File: src/rtl/cdb_broadcaster.sv
// Transmit end of the common data bus: per-source result FIFOs feeding a
// round-robin arbiter that drives one registered broadcast per cycle.
module cdb_broadcaster #(
  parameter int N_SRC  = 4,
  parameter int DEPTH  = 2,
  parameter int TAG_W  = 4,
  parameter int DATA_W = 32
) (
  input  logic                      clk,
  input  logic                      rst_n,
  input  logic                      flush,
  input  logic [N_SRC-1:0]          src_valid,
  input  logic [N_SRC*TAG_W-1:0]    src_tag,
  input  logic [N_SRC*DATA_W-1:0]   src_data,
  output logic [N_SRC-1:0]          src_ready,
  output logic                      cdb_valid,
  output logic [TAG_W-1:0]          cdb_tag,
  output logic [DATA_W-1:0]         cdb_data
);

  localparam int PTR_W = (DEPTH > 1) ? $clog2(DEPTH) : 1;
  localparam int CNT_W = $clog2(DEPTH + 1);
  localparam int SEL_W = (N_SRC > 1) ? $clog2(N_SRC) : 1;

  logic [N_SRC-1:0]  not_empty;
  logic [N_SRC-1:0]  pop;
  logic [TAG_W-1:0]  head_tag  [N_SRC];
  logic [DATA_W-1:0] head_data [N_SRC];

  logic              grant_valid;
  logic [SEL_W-1:0]  grant_idx;
  logic [SEL_W-1:0]  cand;
  logic [SEL_W-1:0]  rr_ptr_reg;

  for (genvar gi = 0; gi < N_SRC; gi++) begin : g_src
    logic [TAG_W-1:0]  tag_mem  [DEPTH];
    logic [DATA_W-1:0] data_mem [DEPTH];
    logic [PTR_W-1:0]  wr_ptr_reg;
    logic [PTR_W-1:0]  rd_ptr_reg;
    logic [CNT_W-1:0]  count_reg;
    logic              push;
    logic [TAG_W-1:0]  in_tag;
    logic [DATA_W-1:0] in_data;

    assign in_tag  = src_tag[gi*TAG_W +: TAG_W];
    assign in_data = src_data[gi*DATA_W +: DATA_W];

    // Ready looks only at the registered count, so there is no valid-to-ready path.
    assign src_ready[gi] = rst_n && (count_reg < CNT_W'(DEPTH)) && !flush;

    // Tag 0 means "no producer": the handshake completes but nothing is stored.
    assign push = src_valid[gi] && src_ready[gi] && (in_tag != '0);

    assign not_empty[gi] = (count_reg != '0);
    assign pop[gi]       = grant_valid && (grant_idx == SEL_W'(gi));
    assign head_tag[gi]  = tag_mem[rd_ptr_reg];
    assign head_data[gi] = data_mem[rd_ptr_reg];

    always_ff @(posedge clk) begin
      if (push) begin
        tag_mem[wr_ptr_reg]  <= in_tag;
        data_mem[wr_ptr_reg] <= in_data;
      end
    end

    always_ff @(posedge clk or negedge rst_n) begin
      if (!rst_n) begin
        wr_ptr_reg <= '0;
        rd_ptr_reg <= '0;
        count_reg  <= '0;
      end else if (flush) begin
        wr_ptr_reg <= '0;
        rd_ptr_reg <= '0;
        count_reg  <= '0;
      end else begin
        if (push) wr_ptr_reg <= wr_ptr_reg + PTR_W'(1);
        if (pop[gi]) rd_ptr_reg <= rd_ptr_reg + PTR_W'(1);
        case ({push, pop[gi]})
          2'b10:   count_reg <= count_reg + CNT_W'(1);
          2'b01:   count_reg <= count_reg - CNT_W'(1);
          default: count_reg <= count_reg;
        endcase
      end
    end
  end

  // First non-empty source at or after rr_ptr, wrapping around.
  always_comb begin
    grant_valid = 1'b0;
    grant_idx   = '0;
    cand        = '0;
    for (int k = 0; k < N_SRC; k++) begin
      cand = SEL_W'((int'(rr_ptr_reg) + k) % N_SRC);
      if (!grant_valid && not_empty[cand]) begin
        grant_valid = 1'b1;
        grant_idx   = cand;
      end
    end
  end

  always_ff @(posedge clk or negedge rst_n) begin
    if (!rst_n) begin
      rr_ptr_reg <= '0;
      cdb_valid  <= 1'b0;
      cdb_tag    <= '0;
      cdb_data   <= '0;
    end else if (flush) begin
      rr_ptr_reg <= '0;
      cdb_valid  <= 1'b0;
      cdb_tag    <= '0;
      cdb_data   <= '0;
    end else if (grant_valid) begin
      rr_ptr_reg <= (grant_idx == SEL_W'(N_SRC - 1)) ? '0 : grant_idx + SEL_W'(1);
      cdb_valid  <= 1'b1;
      cdb_tag    <= head_tag[grant_idx];
      cdb_data   <= head_data[grant_idx];
    end else begin
      cdb_valid  <= 1'b0;
      cdb_tag    <= '0;
      cdb_data   <= '0;
    end
  end

endmodule
File: config.mk
export PLATFORM = sky130hd
export DESIGN_NAME = cdb_broadcaster
export DESIGN_NICKNAME = d
export VERILOG_FILES = /design/src/rtl/cdb_broadcaster.sv
export SDC_FILE = /design/constraint.sdc
export NUM_CORES = 1
export LEC_CHECK = 0
export ABC_AREA = 1
export CAP_MARGIN = 20
export CELL_PAD_IN_SITES_DETAIL_PLACEMENT = 1
export CELL_PAD_IN_SITES_GLOBAL_PLACEMENT = 2
export CORE_ASPECT_RATIO = 0.6
export CORE_MARGIN = 1
export CORE_UTILIZATION = 43
export CTS_CLUSTER_DIAMETER = 50
export DETAILED_ROUTE_END_ITERATION = 7
export DONT_BUFFER_PORTS = 1
export GPL_TIMING_DRIVEN = 0
export PLACE_DENSITY_LB_ADDON = 0.1
export SKIP_CTS_REPAIR_TIMING = 1
export SYNTH_ARGS = -nofsm -noshare
export SYNTH_HDL_FRONTEND = slang
export SYNTH_SLANG_ARGS = --single-unit
export TNS_END_PERCENT = 1
File: constraint.sdc
create_clock -name clk -period 3.3 [get_ports clk]
set_input_delay 0.99 -clock clk [delete_from_list [all_inputs] [get_ports clk]]
set_output_delay 0.99 -clock clk [all_outputs]
set_load 0.02 [all_outputs]
==> results by group <==
Logic synthesis
  • Mapped Area: 13700 sq um
  • Predominant post-synthesis flop cell: edfxtp_1
  • Total nets after synthesis: 1257
  • Complex-gate fraction of the synthesized area: 6.89%
  • Share of flip-flops with an asynchronous set or reset after synthesis: 16.0%
  • Number of distinct standard cells referenced by the synthesized netlist: 33
  • Count of flip-flops with a built-in enable after synthesis: 288
  • Post-synthesis mux area share: 2.56%
  • Number of cells produced by synthesis: 1105
  • Syn. warnings: 0
  • Number of synthesized register bits: 343
  • Synthesized-area fraction occupied by and/or/nand/nor cells: 14.3%
  • Share of the yosys chip area belonging to registers: 73.2%
  • Post-synthesis area per instance: 12.4 sq um
  • Xor and xnor area share after synthesis: 0%
  • Post-Synth Adder-Cell Area: 0.0914%
  • Combinational family with the most area after synthesis: simple AND/OR/NAND/NOR gates

Clocking
  • Cts bufs inserted: 36
  • Cell at the root of the clock tree: clkbuf_16
  • Clock Latency Late Sink: 540 ps
  • Clock slew at the register clock pins of the worst setup and hold paths: 60 ps
  • Total number of H-tree levels: 2
  • Number of buffers on the longest clock path: 3
  • TritonCTS clock tree: built
  • Clk sinks: 343

Worst setup path
  • Critical path arrival: 2210 ps
  • Reg2reg end: g_src[2].count_reg[0]$_DFFE_PN0P_
  • Data required time at the worst endpoint: 2310 ps
  • Worst reg2reg setup slack: 470 ps
  • Worst reg-to-reg path cell count: 16
  • Largest delay contributor family on the critical path: simple AND/OR/NAND/NOR gates
  • Cell-by-cell listing of the critical path: clkbuf_1 -> inv_2 -> nand2_1 -> nor2_1
  • Cell with the biggest individual delay on the critical path: nor2_1
  • Setup crit end kind: output port
  • Class of the most critical setup path: in -> out
  • Crit path launch type: input port
  • Worst-path fanout max: 8
  • Startpoint of the worst-slack reg-to-reg timing path: g_src[3].count_reg[1]$_DFFE_PN0P_
  • Worst stage delay on the critical path: 530 ps
  • WP buf/inv: 2

Timing
  • Max Transition Viols Final: 0
  • Worst slack on hold paths: 144 ps
  • Setup TNS: 0 ps
  • Slew margin rel.: 33.6%
  • Final setup vio count: 0
  • Number of hold-slack violations in the final timing report: 0
  • Final worst path period share: 96.9%
  • Min Clock Period, post-route: 3200 ps
  • Fin Clk Skew: 26.1 ps
  • FMAX: 313 MHz
  • Final Worst Setup Slack: 103 ps
  • Worst-margin pin slew: 995 ps
  • Setup repair after global routing missed its margin: no

Die
  • Area of the die: 32600 sq um
  • Total number of placement rows: 50
  • Number of top-level design ports: 192
  • Core area: 31200 sq um
  • Effective utilization at floorplan: 43.8%
  • Die boundary height: 140 um
  • Die extent in x: 232 um

Global routing
  • Antenna violations before repair: 0
  • Largest net degree at the start of global routing: 57
  • Global route total overflow: 0
  • Overall track demand over capacity in global routing: 25.1%
  • Number of global-route vias before repair: 8677
  • Wire length of the first global-routing pass: 57900 um

Layout
  • Largest registers ranked by flip-flop count: g_src.data_mem (256), cdb_data (32), g_src.tag_mem (32)
  • Final standard cell utilization of the core: 49.9%
  • Final-stage net count: 1303
  • Most common library cell in the layout ignoring fill and taps: edfxtp_1
  • Layout Cells excl Fill: 1596
  • Fraction of final layout cells sized beyond drive strength 1: 11.6%
  • Most used cells in the layout excluding fill and tap cells: 288 x edfxtp_1, 236 x nand2_1, 195 x nor2_1
  • Area Growth Syn to Fin: 13.9%
  • Register with the most flip-flops: g_src.data_mem
  • Number of flip-flops in the largest register: 256

Power and ir drop
  • Total power density per cell area: 1060 nW/um^2
  • Lkg Pwr: 5.73 nW
  • IR Drop Worst-Case VDD: 554 uV

Detailed routing
  • Remaining antenna violation count: 0
  • Pre-antenna DRT Iters: 4
  • DRC violations left: 0
  • First-iteration detailed-routing DRC count: 636
  • Routed via count: 8553
  • Average routed wire per standard cell: 25.2 um
  • Vias per cell: 5.36
  • Overall routed net length: 40300 um

Placed design
  • Number of cells after detailed placement: 1529
  • HPWL after detailed placement: 29200 um
  • IO Port Bufs: 0
  • Post-placement setup slack: -495 ps
  • Final weighted congestion of routability-driven global placement: 0.823

Worst hold path
  • Path type of the worst min-delay path: in -> async

Job
  • Max Cap Violations: 0

Status
  • Run status: finished, final reports clean
[worst reg2reg max path, cell delays in order, from the launching register on]
cell and delay [ps]:
dfrtp_1 440, nor2_2 220, nand2_1 120, nand3_1 140, nand2_2 100, nor2_4 150, nand3_2 100, nor2_2 130
inv_2 80, nand2_8 100, buf_2 300, ha_1 210, inv_1 60, o21ai_0 240, nand3_1 170, nand3_1 100
o21ai_1 70
[synthesized netlist by cell type, types with 11 or more instances]
library cell / n / area, sq um
a21oi_1: 20 / 100
nand3_1: 19 / 95.1
inv_1: 23 / 86.3
dfrtp_1: 55 / 1380
buf_2: 11 / 55.1
o21ai_2: 19 / 166
o211ai_1: 21 / 158
mux2i_1: 35 / 350
clkbuf_1: 29 / 109
edfxtp_1: 288 / 8650
nor2_1: 204 / 766
o21ai_1: 58 / 290
o21ai_0: 36 / 180
nand2_1: 236 / 886
[metal layers]
layer	wire [um]	track usage, %
met1	19200	38.0
met2	17100	35.6
met3	3200	6.82
met4	784	6.16
met5	0	0
[how the worst max path moves through the flow]
| stage | startpoint | end | slack [ps] | cells after the start |
|---|---|---|---|---|
| finish | flush | src_ready[1] | 100 | 4 |
| CTS | flush | g_src[2].data_mem[1][31]$_DFFE_PP_ | 60 | 7 |
| global placement | flush | g_src[2].data_mem[1][3]$_DFFE_PP_ | -2790 | 6 |
| detailed placement | flush | g_src[2].data_mem[1][3]$_DFFE_PP_ | -500 | 7 |
| global route | flush | g_src[3].tag_mem[0][2]$_DFFE_PP_ | 30 | 7 |
| floorplan | flush | g_src[2].data_mem[1][0]$_DFFE_PP_ | -560 | 6 |
[cell families (layout without fill, tap and decap cells)]
| kind of cell | Yosys count | count (layout) |
|---|---|---|
| buffers and inverters | 82 | 156 |
| flip-flops | 343 | 343 |
| other | 0 | 1 |
| AND/OR/NAND/NOR | 485 | 485 |
| adder cells (fa/ha/maj) | 1 | 1 |
| AO/OA/AOI/OAI | 159 | 159 |
| multiplexers | 35 | 35 |
[through the flow]
stage                     power (mW)  area, sq um
after floorplan                 9.80        13700
after global placement          12.5        14200
after detailed placement        12.6        14400
after CTS                       16.6        15600
after global routing            17.4        15600
final                           16.5        15600
[report_power, final]
part | leakage [nW] | total [mW] | internal (mW) | switching (mW)
logic | 1.84 | 6.95 | 1.91 | 5.04
clock network | 0.569 | 4.01 | 2.29 | 1.72
registers | 3.32 | 5.54 | 5.12 | 0.424
total | 5.73 | 16.5 | 9.32 | 7.19
[final cells by class]
cell class / count / area, sq um
Fill cell: 3190 / 15600
Sequential cell: 343 / 10000
Multi-Input combinational cell: 680 / 3330
Clock buffer: 46 / 980
Tap cell: 416 / 520
Buffer: 51 / 269
Clock inverter: 20 / 175
Timing Repair Buffer: 8 / 160
Inverter: 31 / 124
Antenna cell: 1 / 2.50
(Power assumes the default switching activity.)
